--- config.mk ---
export PLATFORM = sky130hd
export DESIGN_NAME = ppl_memory
export DESIGN_NICKNAME = d
export VERILOG_FILES = /design/src/rtl/ppl_memory.sv
export SDC_FILE = /design/constraint.sdc
export NUM_CORES = 2
export LEC_CHECK = 0
export ABC_AREA = 0
export CAP_MARGIN = 15
export CORE_ASPECT_RATIO = 1.1
export CORE_MARGIN = 1.5
export CORE_UTILIZATION = 44
export CTS_BUF_LIST = sky130_fd_sc_hd__clkbuf_16
export CTS_CLUSTER_SIZE = 16
export DETAILED_ROUTE_END_ITERATION = 12
export HOLD_SLACK_MARGIN = 0.05
export PLACE_DENSITY = 0.74
export SYNTH_ARGS = -nofsm -noshare
export SYNTH_HDL_FRONTEND = slang
export SYNTH_SLANG_ARGS = --single-unit
--- constraint.sdc ---
create_clock -name clock -period 3.78 [get_ports clock]
set_clock_uncertainty 0.05 [all_clocks]
set_input_delay 0.756 -clock clock [delete_from_list [all_inputs] [get_ports clock]]
set_output_delay 0.756 -clock clock [all_outputs]
set_load 0.01 [all_outputs]
--- src/rtl/ppl_memory.sv ---
// MEM stage of a five-stage pipeline: EX/MEM register, word-addressed data
// memory with misalignment detection, and the MEM/WB register.
module ppl_memory #(
    parameter int ADDR_W = 6
) (
    input  logic        clock,
    input  logic        reset,
    input  logic        stall,
    input  logic        flush,
    input  logic [31:0] exAlu,
    input  logic [31:0] exDataB,
    input  logic [4:0]  exReg,
    input  logic        exValid,
    input  logic        exWreg,
    input  logic        exM2reg,
    input  logic        exWmem,
    output logic [31:0] mmAlu,
    output logic [4:0]  mmReg,
    output logic        mmWreg,
    output logic        mmM2reg,
    output logic [31:0] wbData,
    output logic [4:0]  wbReg,
    output logic        wbWreg,
    output logic        memFault
);

    logic        em_valid;
    logic [31:0] em_alu;
    logic [31:0] em_data_b;
    logic [4:0]  em_reg;
    logic        em_wreg;
    logic        em_m2reg;
    logic        em_wmem;

    logic [31:0]       mem [2**ADDR_W];
    logic [ADDR_W-1:0] idx;
    logic [31:0]       rd_word;
    logic              misaligned;
    logic              mis_load;
    logic              do_write;

    // Upper address bits are ignored, so addresses alias every 2^(ADDR_W+2) bytes.
    assign idx        = em_alu[ADDR_W+1:2];
    assign rd_word    = mem[idx];
    assign misaligned = em_valid & (em_wmem | em_m2reg) & (em_alu[1:0] != 2'b00);
    assign mis_load   = misaligned & em_m2reg;
    assign do_write   = em_valid & em_wmem & ~misaligned & ~stall;

    assign mmAlu   = em_alu;
    assign mmReg   = em_reg;
    assign mmWreg  = em_valid & em_wreg;
    assign mmM2reg = em_valid & em_m2reg;

    // Flush wins over stall so a held slot can still be turned into a bubble.
    always_ff @(posedge clock or posedge reset) begin
        if (reset) begin
            em_valid  <= 1'b0;
            em_alu    <= '0;
            em_data_b <= '0;
            em_reg    <= '0;
            em_wreg   <= 1'b0;
            em_m2reg  <= 1'b0;
            em_wmem   <= 1'b0;
        end else if (flush) begin
            em_valid <= 1'b0;
            em_wreg  <= 1'b0;
            em_m2reg <= 1'b0;
            em_wmem  <= 1'b0;
        end else if (!stall) begin
            em_valid  <= exValid;
            em_alu    <= exAlu;
            em_data_b <= exDataB;
            em_reg    <= exReg;
            em_wreg   <= exWreg;
            em_m2reg  <= exM2reg;
            em_wmem   <= exWmem;
        end
    end

    always_ff @(posedge clock) begin
        if (do_write) begin
            mem[idx] <= em_data_b;
        end
    end

    always_ff @(posedge clock or posedge reset) begin
        if (reset) begin
            wbData   <= '0;
            wbReg    <= '0;
            wbWreg   <= 1'b0;
            memFault <= 1'b0;
        end else if (!stall) begin
            if (em_m2reg) begin
                wbData <= mis_load ? 32'h0 : rd_word;
            end else begin
                wbData <= em_alu;
            end
            wbReg  <= em_reg;
            wbWreg <= em_valid & em_wreg & ~mis_load;
            if (misaligned) begin
                memFault <= 1'b1;
            end
        end
    end

endmodule

## Word-level counts from Yosys, hierarchy flattened

Memories as Yosys holds them, arrays and structs flattened.
Cells that the tools add are included.
Widths: inputs -> output; s select.

| word-level totals | value |
|---|---|
| register bits | 112 |
| RAM bits | 2048 |
| input bits | 77 |
| output and inout bits | 78 |
| memories | 1 |

Memory list:

| memory | words | width | read ports | clocked after memory_dff | wr ports | RTL line | RTL |
|---|---|---|---|---|---|---|---|
| mem | 64 | 32 | 1 | 0 | 1 | 35 | `logic [31:0] mem [2**ADDR_W];` |

| cells by class | value |
|---|---|
| equal/unequal tests | 1 |
| multiplexer cells | 12 |
| bitwise logic cells | 14 |
| reduce and logical (&&, ||, !) cells | 3 |

Operator list:

| kind | count |
|---|---|
| $mux 32 | 2 |
| $mux 1 | 10 |
| $and 1x1->1 | 9 |
| $not 1->1 | 4 |
| $reduce_and 2->1 | 2 |
| $ne 2x1->1 const B | 1 |
| $reduce_bool 2->1 | 1 |
| $or 1x1->1 | 1 |

## Depth between registers and ports, before layout

| logic depth | value |
|---|---|
| word-level depth | 8 |
| mapped depth | 10 |
| depth with buffers taken out | 6 |

## Worst setup path before layout

Ideal clock, no wire load.

| path | value |
|---|---|
| kind | reg-to-reg |
| start | reg em_alu[4], in the netlist mmAlu[4] |
| end | mem mem[40][0], enable pin |
| library setup time | 0.421 ns |
| arrival time | 3.131 ns |
| required time | 3.309 ns |
| slack | 0.178 ns |
| stages on the path, launching flop included | 7 |
| cell sequence | dfrtp_1 buf_2 clkbuf_1 clkbuf_1 nor4_1 nand2_1 nor2_1 |

RTL lines:

| what | RTL line | RTL |
|---|---|---|
| start: declaration | 28 | `logic [31:0] em_alu;` |
| start signal: assignment | 71 | `em_alu <= exAlu;` |
| end: declaration | 35 |  |

Straight into the memory's write port.

## Worst setup path in the final report

| path | value |
|---|---|
| start | reg em_alu[4], in the netlist mmAlu[4] |
| end | reg wbData[7] |

| between the ends | value |
|---|---|
| cells in the longest elaborated chain, start to end | 3 |

Ends and longest elaborated chain:

| what | RTL line | RTL |
|---|---|---|
| $mem_v2 64x32 | -- |  |
| $mux 32 | 94 | `wbData <= mis_load ? 32'h0 : rd_word;` |
| $mux 32 | 93 | `if (em_m2reg) begin` |
| end signal: assignment | 94 |  |
| end signal: assignment | 96 | `wbData <= em_alu;` |
| end: declaration | 21 | `output logic [31:0] wbData,` |

Every way passes these cells.
A chain may end at the register's enable or synchronous reset.

==> impl_metrics.toml <==
[global_routing]
antenna_found_initial = 14
grt_max_degree = 112
grt_pass1_vias = 46194
overflow = 0
grt_first_pass_wirelength_mm = 333.9
grt_use_total_pct = 24.42

[floorplanning]
core_area_um2 = 185700
num_rows = 166
initial_utilization_pct = 44.18
io_pins = 155
die_area_um2 = 189100
die_x_um = 414.7
fp.dieH_um = 455.9

[sta]
max-slew-margin-rel_pct = 13.10
setup_viol = 0
fin_tns_setup_ps = 0
rsz0062_at_grt = "no"
period_needed_ps = 3776
fmaxAchievable_mhz = 264.8
maxSlewViolCount = 0
worst_pin_slew_ps = 1303
fin_crit_sh_pct = 99.89
holdWs_ps = 257.0
final_hold_viol_count = 0

[setup_path]
cp_top_family = "simple AND/OR/NAND/NOR gates"
crit_fanout = 89
r2r_setup_slack_ps = 4
r2r_cells = 8
crit_top_cell = "o22ai_1"
path_class = "flip-flop to flip-flop"
path_cells = "buf_12 > mux2i_1 > o22ai_1 > a21oi_1 > o22ai_1 > nor4_1 > buf_4 > o21ai_1"
required_ps = 4460
r2r-start = "mmAlu[4]"
critPathArrivalTime_ps = 4460
r2r-end = "wbData[7]"
end_kind = "flip-flop"
cp_slowest_cell = "nor4_1"
crit_buf_inv = 2
worstSetupStartpointType = "flip-flop"
max_stage_delay_ps = 830

[place]
place.gp.congestion = 0.9037
port_buffers = 154
dp_hpwl_mm = 141.0

[logic_synthesis]
async_flop_share_pct = 5.185
synth_largest_area_cell = "edfxtp_1"
synth_edf_count = 2048
ys.flop_type = "edfxtp_1"
netlist_area_um2 = 82040
synth.top_cells.by_area = "edfxtp_1, mux2i_1, a221o_1"
synthCells = 4488
synth_top_area_share_pct = 74.96
synth_fp_nets = 4565
ys_seq_elements = 2160
ys_seq_area_share_pct = 78.38
ys_types = 47
ys_warn_count = 0
avgSynthCellArea_um2 = 18.28

[finish]
drive_gt1_share_pct = 15.66
area_growth_pct = 16.24
layout_commonest_cell = "edfxtp_1"
regArea_um2 = 64350
fillers = 14355
layout.nets = 4891
layout_common_cells = "edfxtp_1, mux2i_1, a221o_1, o22ai_1, a21oi_1"
multiInputGateArea_um2 = 16690

[power]
power_density_nw_per_um2 = 571.7
power_mw = 54.53
leakagePower_nw = 31.11
peakVddDrop_mv = 0.5638

[route]
first_iter_violations = 6645
ant_nets = 0
dr_total_vias = 47682
vias_per_cell = 6.422
dr.pass1.iters = 6
drcViolationCount = 0
routedWlPerCell_um = 31.77
routed_wl_mm = 235.9

[clock_tree]
cts_setup_buffers = 0
cts_buffers = 199
cts.clk_slew.worst_paths_ps = 60
clock_latency_ps = 870
htree_num_levels = 4
cts_max_path_buffers = 3
root_buffer = "clkbuf_16"
cts.sink_count = 2160
cts_tree = "yes"
post_cts_resized = 0
hold_buffers = 0

[run_status]
outcome = "finished clean"

[hold_path]
min_path_type = "input pin to asynchronous set/reset pin"

[flow_run]
max_cap_violations = 0
==> state kept, by name (all words and copies together) (netlist names) <==
register   flops
wbReg          5
em_wreg        1
mem         2048
em_valid       1
em_wmem        1
em_data_b     32
memFault       1
mmAlu         32
mmReg          5
wbData        32
em_m2reg       1
wbWreg         1
==> final cells by class <==
class	instances	share of cell area [%]
Sequential cell	2160	67.47
Inverter	4	0.02624
Timing Repair Buffer	470	5.256
Multi-Input combinational cell	1979	17.50
Clock buffer	200	5.248
Tap cell	2436	3.196
Antenna cell	7	0.01837
Clock inverter	169	1.282
==> worst max-delay path by stage <==
stage,cells after the start,endpoint,startpoint
detailed placement,8,wbData[7],mmAlu[4]
finish,8,wbData[7],mmAlu[4]
CTS,8,wbData[7],mmAlu[4]
global route,9,wbData[18],mmAlu[4]
global placement,9,wbData[18],mmAlu[4]
floorplan,1,em_data_b[0],reset
==> cells in the mapped netlist (all sizes together), types with 4 or more instances <==
| cell | count |
|---|---|
| o21ai | 41 |
| nand3 | 4 |
| nor3b | 30 |
| mux4 | 13 |
| inv | 4 |
| a221oi | 16 |
| dfrtp | 112 |
| edfxtp | 2048 |
| a221o | 480 |
| nand2 | 20 |
| clkbuf | 210 |
| mux2i | 510 |
| buf | 135 |
| and2 | 4 |
| o22ai | 365 |
| nor2 | 86 |
| nand3b | 5 |
| nor4 | 32 |
| a21oi | 270 |
| mux2 | 75 |
==> cells by family (layout without fill, tap and decap cells) <==
logic type,Yosys count,after routing,synth area share [%]
DFF,2160,2160,78.38
muxes,598,598,7.609
and+or+nand+nor,192,192,1.196
other,0,7,0
buffers and inverters,349,843,1.943
AOI/OAI and AO/OA,1189,1189,10.88
==> power breakdown <==
group / switching [mW] / internal, mW
sequential: 0.865 / 27.1
clock: 8.75 / 10.3
combinational: 4.80 / 2.68
total: 14.4 / 40.1
==> through the flow <==
| step | std cells | instance area (µm²) | setup slack (ps) | util (%) |
|---|---|---|---|---|
| after CTS | 7411 | 95210 | 113.6 | 51.28 |
| after global placement | 7041 | 88960 | 213.3 | 47.91 |
| after detailed placement | 7042 | 88980 | 143.2 | 47.92 |
| after floorplan | 4488 | 82040 | 15.00 | - |
| final | 7425 | 95370 | 4.111 | 51.36 |
| after global routing | 7419 | 95350 | 102.0 | 51.35 |
==> per-layer routing <==
layer  vias to the layer above  part of all wire, %  track usage [%]  wire (µm)
li1                      19459                    -                -          -
met1                     24398                   35            30.58      82110
met2                      3182                   47            38.57     111400
met3                       635                   11            5.866      26880
met4                         8                  6.5            14.81      15410
met5                         -                0.024                0         57
==> worst reg2reg max path: cells and delay by family (launching register included) <==
| family | cells | cell delay, ps |
|---|---|---|
| and+or+nand+nor | 1 | 830 |
| AOI/OAI and AO/OA | 4 | 650 |
| DFF | 1 | 750 |
| muxes | 1 | 680 |
| buffers and inverters | 2 | 680 |
Power figures use the tool's default switching activity.
